===== config.mk =====
export PLATFORM = sky130hd
export DESIGN_NAME = muldiv_ctrl
export DESIGN_NICKNAME = d
export VERILOG_FILES = /design/src/rtl/muldiv_ctrl.sv
export SDC_FILE = /design/constraint.sdc
export NUM_CORES = 2
export LEC_CHECK = 0
export ABC_AREA = 0
export ABC_CLOCK_PERIOD_IN_PS = 7700
export CORE_MARGIN = 2
export CORE_UTILIZATION = 30
export DETAILED_ROUTE_END_ITERATION = 12
export GPL_TIMING_DRIVEN = 1
export SYNTH_ARGS = -nofsm -noshare
export SYNTH_HDL_FRONTEND = slang
export SYNTH_SLANG_ARGS = --single-unit

===== constraint.sdc =====
create_clock -name clk -period 7.7 [get_ports clk]
set_input_delay 1.155 -clock clk [delete_from_list [all_inputs] [get_ports clk]]
set_output_delay 1.155 -clock clk [all_outputs]
set_load 0.02 [all_outputs]

===== src/rtl/muldiv_ctrl.sv =====
// +--------------------------------------------------------------------------+
// | Module  : muldiv_ctrl                                                    |
// | Purpose : EX-stage multiply/divide sequencer with architectural HI/LO.  |
// |           One-pass registered multiply, WIDTH-step restoring divide,     |
// |           pipeline stall generation and MTHI/MTLO servicing.             |
// | Options : DIV_ZERO_FLAG_EN - adds div_zero output and a fast            |
// |           divide-by-zero path (IDLE -> DONE, hi=src_a, lo=all ones).     |
// | Revision: 1.0  initial release                                           |
// +--------------------------------------------------------------------------+
`default_nettype none

module muldiv_ctrl #(
  parameter int WIDTH = 32
) (
  input  logic             clk,
  input  logic             resetn,
  input  logic             start,
  input  logic [1:0]       op,
  input  logic [WIDTH-1:0] src_a,
  input  logic [WIDTH-1:0] src_b,
  input  logic             flush,
  input  logic             mthi_we,
  input  logic             mtlo_we,
  input  logic [WIDTH-1:0] mt_data,
  output logic             stall,
  output logic             done,
  output logic             busy,
  output logic [WIDTH-1:0] hi,
  output logic [WIDTH-1:0] lo
`ifdef DIV_ZERO_FLAG_EN
  ,
  output logic             div_zero
`endif
);

  localparam logic [1:0] S_IDLE = 2'd0;
  localparam logic [1:0] S_MUL  = 2'd1;
  localparam logic [1:0] S_DIV  = 2'd2;
  localparam logic [1:0] S_DONE = 2'd3;

  localparam int           CW        = (WIDTH > 1) ? $clog2(WIDTH) : 1;
  localparam logic [CW-1:0] CNT_LAST = CW'(WIDTH - 1);

  logic [1:0]         state, state_nxt;
  logic [CW-1:0]      cnt;
  logic               accept;
  logic               zero_acc;

  // multiply operands and signedness
  logic [WIDTH-1:0]   mul_a, mul_b;
  logic               mul_sgn;
  logic [2*WIDTH-1:0] ext_a, ext_b, product;

  // divide working registers: quotient shifts in from the dividend magnitude
  logic [WIDTH-1:0]   rem, quo, dvs;
  logic               neg_q, neg_r;
  logic [WIDTH:0]     rem_sh, diff;
  logic               ge;
  logic [WIDTH-1:0]   rem_nxt, quo_nxt, q_fix, r_fix;
  logic [WIDTH-1:0]   mag_a, mag_b;
  logic               op_sgn;

  assign accept = (state == S_IDLE) && start && !flush;

`ifdef DIV_ZERO_FLAG_EN
  assign zero_acc = accept && op[1] && (src_b == '0);
`else
  assign zero_acc = 1'b0;
`endif

  // Operand magnitudes for the divider; signed ops use absolute values
  assign op_sgn = ~op[0];
  assign mag_a  = (op_sgn && src_a[WIDTH-1]) ? -src_a : src_a;
  assign mag_b  = (op_sgn && src_b[WIDTH-1]) ? -src_b : src_b;

  // Full-width product; sign extension makes one multiplier serve both MULT and MULTU
  assign ext_a   = {{WIDTH{mul_sgn & mul_a[WIDTH-1]}}, mul_a};
  assign ext_b   = {{WIDTH{mul_sgn & mul_b[WIDTH-1]}}, mul_b};
  assign product = ext_a * ext_b;

  // One restoring step: shift the next dividend bit in, subtract if it fits
  assign rem_sh  = {rem, quo[WIDTH-1]};
  assign diff    = rem_sh - {1'b0, dvs};
  assign ge      = (rem_sh >= {1'b0, dvs});
  assign rem_nxt = ge ? diff[WIDTH-1:0] : rem_sh[WIDTH-1:0];
  assign quo_nxt = {quo[WIDTH-2:0], ge};
  assign q_fix   = neg_q ? -quo_nxt : quo_nxt;
  assign r_fix   = neg_r ? -rem_nxt : rem_nxt;

  // State register
  always_ff @(posedge clk) begin
    if (!resetn) state <= S_IDLE;
    else         state <= state_nxt;
  end

  // Next-state logic; flush abandons an in-flight operation
  always_comb begin
    state_nxt = state;
    case (state)
      S_IDLE: begin
        if (accept) begin
          if (zero_acc)   state_nxt = S_DONE;
          else if (op[1]) state_nxt = S_DIV;
          else            state_nxt = S_MUL;
        end
      end
      S_MUL:   state_nxt = flush ? S_IDLE : S_DONE;
      S_DIV: begin
        if (flush)                 state_nxt = S_IDLE;
        else if (cnt == CNT_LAST)  state_nxt = S_DONE;
      end
      S_DONE:  state_nxt = S_IDLE;
      default: state_nxt = S_IDLE;
    endcase
  end

  // Outputs decoded from state; a flushed operation drops stall immediately
  always_comb begin
    stall = 1'b0;
    done  = 1'b0;
    busy  = 1'b0;
    case (state)
      S_IDLE:       stall = start & ~flush;
      S_MUL, S_DIV: begin
        stall = ~flush;
        busy  = 1'b1;
      end
      S_DONE:       done = 1'b1;
      default:      ;
    endcase
  end

  // Datapath: operand capture, divide iteration and HI/LO commit (results override MT writes)
  always_ff @(posedge clk) begin
    if (!resetn) begin
      hi      <= '0;
      lo      <= '0;
      cnt     <= '0;
      mul_a   <= '0;
      mul_b   <= '0;
      mul_sgn <= 1'b0;
      rem     <= '0;
      quo     <= '0;
      dvs     <= '0;
      neg_q   <= 1'b0;
      neg_r   <= 1'b0;
    end else begin
      if ((state == S_IDLE || state == S_DONE) && mthi_we) hi <= mt_data;
      if ((state == S_IDLE || state == S_DONE) && mtlo_we) lo <= mt_data;

      if (accept) begin
        mul_a   <= src_a;
        mul_b   <= src_b;
        mul_sgn <= op_sgn;
        rem     <= '0;
        quo     <= mag_a;
        dvs     <= mag_b;
        neg_q   <= op_sgn & (src_a[WIDTH-1] ^ src_b[WIDTH-1]);
        neg_r   <= op_sgn & src_a[WIDTH-1];
        cnt     <= '0;
        if (zero_acc) begin
          hi <= src_a;
          lo <= {WIDTH{1'b1}};
        end
      end

      if (state == S_MUL && !flush) {hi, lo} <= product;

      if (state == S_DIV) begin
        cnt <= cnt + 1'b1;
        rem <= rem_nxt;
        quo <= quo_nxt;
        if (!flush && cnt == CNT_LAST) begin
          lo <= q_fix;
          hi <= r_fix;
        end
      end
    end
  end

`ifdef DIV_ZERO_FLAG_EN
  // Divide-by-zero flag accompanies the done pulse of the fast path
  always_ff @(posedge clk) begin
    if (!resetn) div_zero <= 1'b0;
    else         div_zero <= zero_acc;
  end
`endif

endmodule

`default_nettype wire


==> impl_metrics.csv <==
group,metric,value,unit
status,status,"finished, violations left",
status,failed_checks,"negative setup slack",
critical_path,required,8.16,ns
synth,synth_top_family_by_area,"adder cells",
synth,synthAdderAreaFrac,0.486,
detailed_routing,viasPerCell,4.96,
cts,clk_pin_slew,0.07,ns
place,place_inst,8767,
critical_path,cpMaxStageDelayCell,"fa_1",
die,fp.dieH,424,µm
synth,synth_area,53000,µm²
synth,async_flop_share,0,
global_route,grt_pass1_wl,265,mm
synth,syn_nets,7697,
synth,syn_inst,6212,
cts,cts_tree,"built",
detailed_routing,antenna_left,0,
sta,period_share,1.01,
detailed_routing,wl_met3,8.25,mm
synth,netlist_top_cells_area,"fa_1 43%, dfxtp_1 8.8%, inv_1 8.4%",
critical_path,crit_start,"mul_b[0]",
critical_path,reg2reg_setup_slack,-0.09,ns
critical_path,reg2regPathDepth,29,
synth,synth-edff-count,0,
cells_and_area,final_layout_size_suffix_gt1_frac,0.115,
die,rows,154,
sta,max_freq,128,MHz
sta,fin_hold_ws,0.456,ns
synth,synth_top_area_frac,0.425,
critical_path,cp-endpoint,"hi[30]",
sta,post-route-min-period,7.79,ns
critical_path,worstPathMaxFanout,8,
cts,tritoncts.num_buffers,27,
flow_run,maxCapViolations,0,
cells_and_area,final_cells,8861,
sta,layout_setup_ws,-0.0934,ns
synth,synth_common_cells,"1185 x inv_1, 1126 x fa_1, 995 x nand2_1, 361 x and2_1, 351 x clkbuf_1",
critical_path,timing.critical_path.mode_cell,"fa_1",
die,start_util,0.301,
sta,tightestPinTransition,1.28,ns
synth,yosysSeqAreaShare,0.0880,
critical_path,crit_path_start_kind,"flop",
synth,ys_types,81,
synth,synthFlopType,"dfxtp_1",
cts,h-tree-depth,1,
critical_path,arrival,8.25,ns
synth,synth_compound_area_frac,0.0977,
cts,clock_sinks,233,
synth,synth_top_cell_by_area,"fa_1",
global_route,grt_max_degree,93,
detailed_routing,dr_wl_met2,85.2,mm
power,p_per_area,227,nW/µm²
sta,skew,0.0366,ns
critical_path,critPathKind,"flop to flop",
place,place.gp.congestion,0.903,
die,design.die.area,180000,µm²
cts,clockRootBuffer,"clkbuf_16",
global_route,first_global_vias,45552,
die,io_pins,171,
critical_path,critical_path.max_stage_delay,0.57,ns
place,port_buffers,170,
global_route,antenna_found_initial,8,
detailed_routing,drt_iter0_markers,3301,
detailed_routing,wire_per_inst,19.2,µm
synth,synthXorXnorAreaFrac,0.0336,
cells_and_area,area_growth,18.8,%
min_path,hp-class,"flop to flop",
detailed_routing,top_layer,"met5",
critical_path,critPathCaptureType,"flop",
place,dpl_cell_area,60400,µm²
detailed_routing,wirelength,170,mm
synth,yosysMostFrequentCell,"inv_1",
sta,setup_viol,3,
synth,muxShareOfSynthArea,0.0164,
sta,relSlewSlack,0.140,
global_route,gr-usage-all-layers,0.187,
sta,slew_viol_final,0,
cts,hold_buffers,0,
power,leakagePower,0.0289,µW
die,coreArea,176000,µm²
place,hpwl,139,mm
detailed_routing,met1_length,69.7,mm
cts,clk_latency,0.60,ns
sta,hold_violations,0,
synth,yosysWarnings,0,
sta,rsz0062_at_grt,"yes",
cells_and_area,nNetsFinal,7982,
synth,avgSynthCellArea,8.53,µm²
detailed_routing,remaining_drc_errors,0,
global_route,gr-total-overflow,0,
detailed_routing,first_pass_iters,6,
critical_path,rr_endpoint,"hi[30]",
synth,synthSimpleGateAreaFrac,0.167,
cells_and_area,fin_area,62900,µm²
cts,cts_buffer_depth,3,
power,worst_ir_drop_vdd,0.000516,V
synth,ys_seq_elements,233,
detailed_routing,vias,43918,
critical_path,reg2reg_from,"mul_b[0]",
die,die_w,424,µm
==> logic make-up after synthesis <==
logic type / Yosys count
and+or+nand+nor: 1930
buffers and inverters: 1569
adders and majority gates: 1381
AOI/OAI and AO/OA: 810
DFF: 233
xor gates and xnor gates: 203
muxes: 86
==> layout by cell type (no fill, tap or decap), types with 15 or more instances in the layout <==
cell | netlist | final
clkbuf_16 | 0 | 31
o21ai_0 | 124 | 100
o31ai_1 | 27 | 27
ha_4 | 0 | 19
o211ai_1 | 20 | 20
a211oi_1 | 120 | 112
o21a_1 | 16 | 15
nand3_1 | 40 | 37
inv_2 | 1 | 16
and3_1 | 58 | 55
inv_1 | 1185 | 1165
a31oi_1 | 29 | 24
nand2b_1 | 17 | 15
dfxtp_1 | 233 | 206
o22ai_1 | 18 | 18
nor2_1 | 282 | 277
a21oi_1 | 292 | 276
or3_1 | 18 | 18
buf_4 | 0 | 359
nand4_1 | 19 | 19
o21ai_1 | 7 | 19
clkdlybuf4s50_1 | 0 | 170
mux2i_1 | 79 | 79
xor2_1 | 98 | 96
nand2_1 | 995 | 986
buf_12 | 0 | 81
or4_1 | 15 | 15
a21o_1 | 41 | 40
ha_1 | 255 | 231
and2_1 | 361 | 355
nor3_1 | 49 | 48
a21oi_2 | 0 | 15
fa_1 | 1126 | 1112
xnor2_1 | 105 | 95
buf_6 | 0 | 18
==> routing by layer <==
layer	global-route usage	vias to the layer above
met5	0	-
met4	0.0625	4
met3	0.0161	304
met2	0.328	1341
met1	0.243	22648
li1	-	19621
==> worst min path at each step <==
| stage | slack, ns | startpoint | endpoint | cells after the start |
|---|---|---|---|---|
| after CTS | 0.46 | dvs[28] | dvs[28] | 2 |
| final | 0.46 | dvs[28] | dvs[28] | 2 |
| after global routing | 0.49 | dvs[26] | dvs[26] | 2 |
| after global placement | 0.44 | dvs[26] | dvs[26] | 2 |
| after detailed placement | 0.45 | dvs[24] | dvs[24] | 2 |
| after floorplan | 0.43 | dvs[22] | dvs[22] | 2 |
==> worst max-delay path: cells and delay by family, from the launching register on <==
| family | cells | cell delay [ns] |
|---|---|---|
| AO/OA/AOI/OAI | 10 | 1.77 |
| adder cells (fa/ha/maj) | 9 | 4.57 |
| buffers and inverters | 8 | 0.56 |
| flip-flops | 1 | 0.38 |
| AND/OR/NAND/NOR | 2 | 0.35 |
==> flip-flops by register name, summed over array words and instances (netlist names) <==
register  flops
cnt           5
dvs          31
hi           32
lo           32
mul_a        32
mul_b        32
mul_sgn       1
neg_q         1
neg_r         1
quo          32
rem          32
state         2
==> per-stage QoR <==
step / utilization / setup slack, ns / power (µW) / setup TNS [ns]
finish: 0.358 / -0.0934 / 14300 / -0.124
global route: 0.358 / -0.237 / 15200 / -2.96
CTS: 0.352 / -0.0122 / 13900 / -0.0197
detailed placement: 0.344 / -0.293 / 12400 / -3.58
global placement: 0.344 / -0.221 / 12300 / -2.23
floorplan: - / -0.0122 / 8790 / -0.0122
==> report_power, final <==
part | internal (µW) | total (µW) | switching [µW]
registers | 1460 | 1780 | 313
logic | 3960 | 11100 | 7140
clock network | 818 | 1420 | 598
==> timing repair <==
| item | 4_1_cts | 5_1_grt |
|---|---|---|
| setup endpoints to repair | 28 | 33 |
| endpoints found under the hold margin | 0 | 0 |
| cloned | 6 | 4 |
| buffers inserted | 13 | 20 |
| gates resized for setup | 80 | 178 |
| pin swaps | 30 | 91 |
==> cell type report <==
cell class	count	area (µm²)
diodes	6	15.0
clock buffers	38	757
clock inverters	9	160
fillers	18035	113000
inverters	1187	4470
multi-input cells	4410	43400
flip-flops and latches	233	4730
well taps	2340	2930
repair buffers	638	6510
Power figures use the tool's default switching activity.
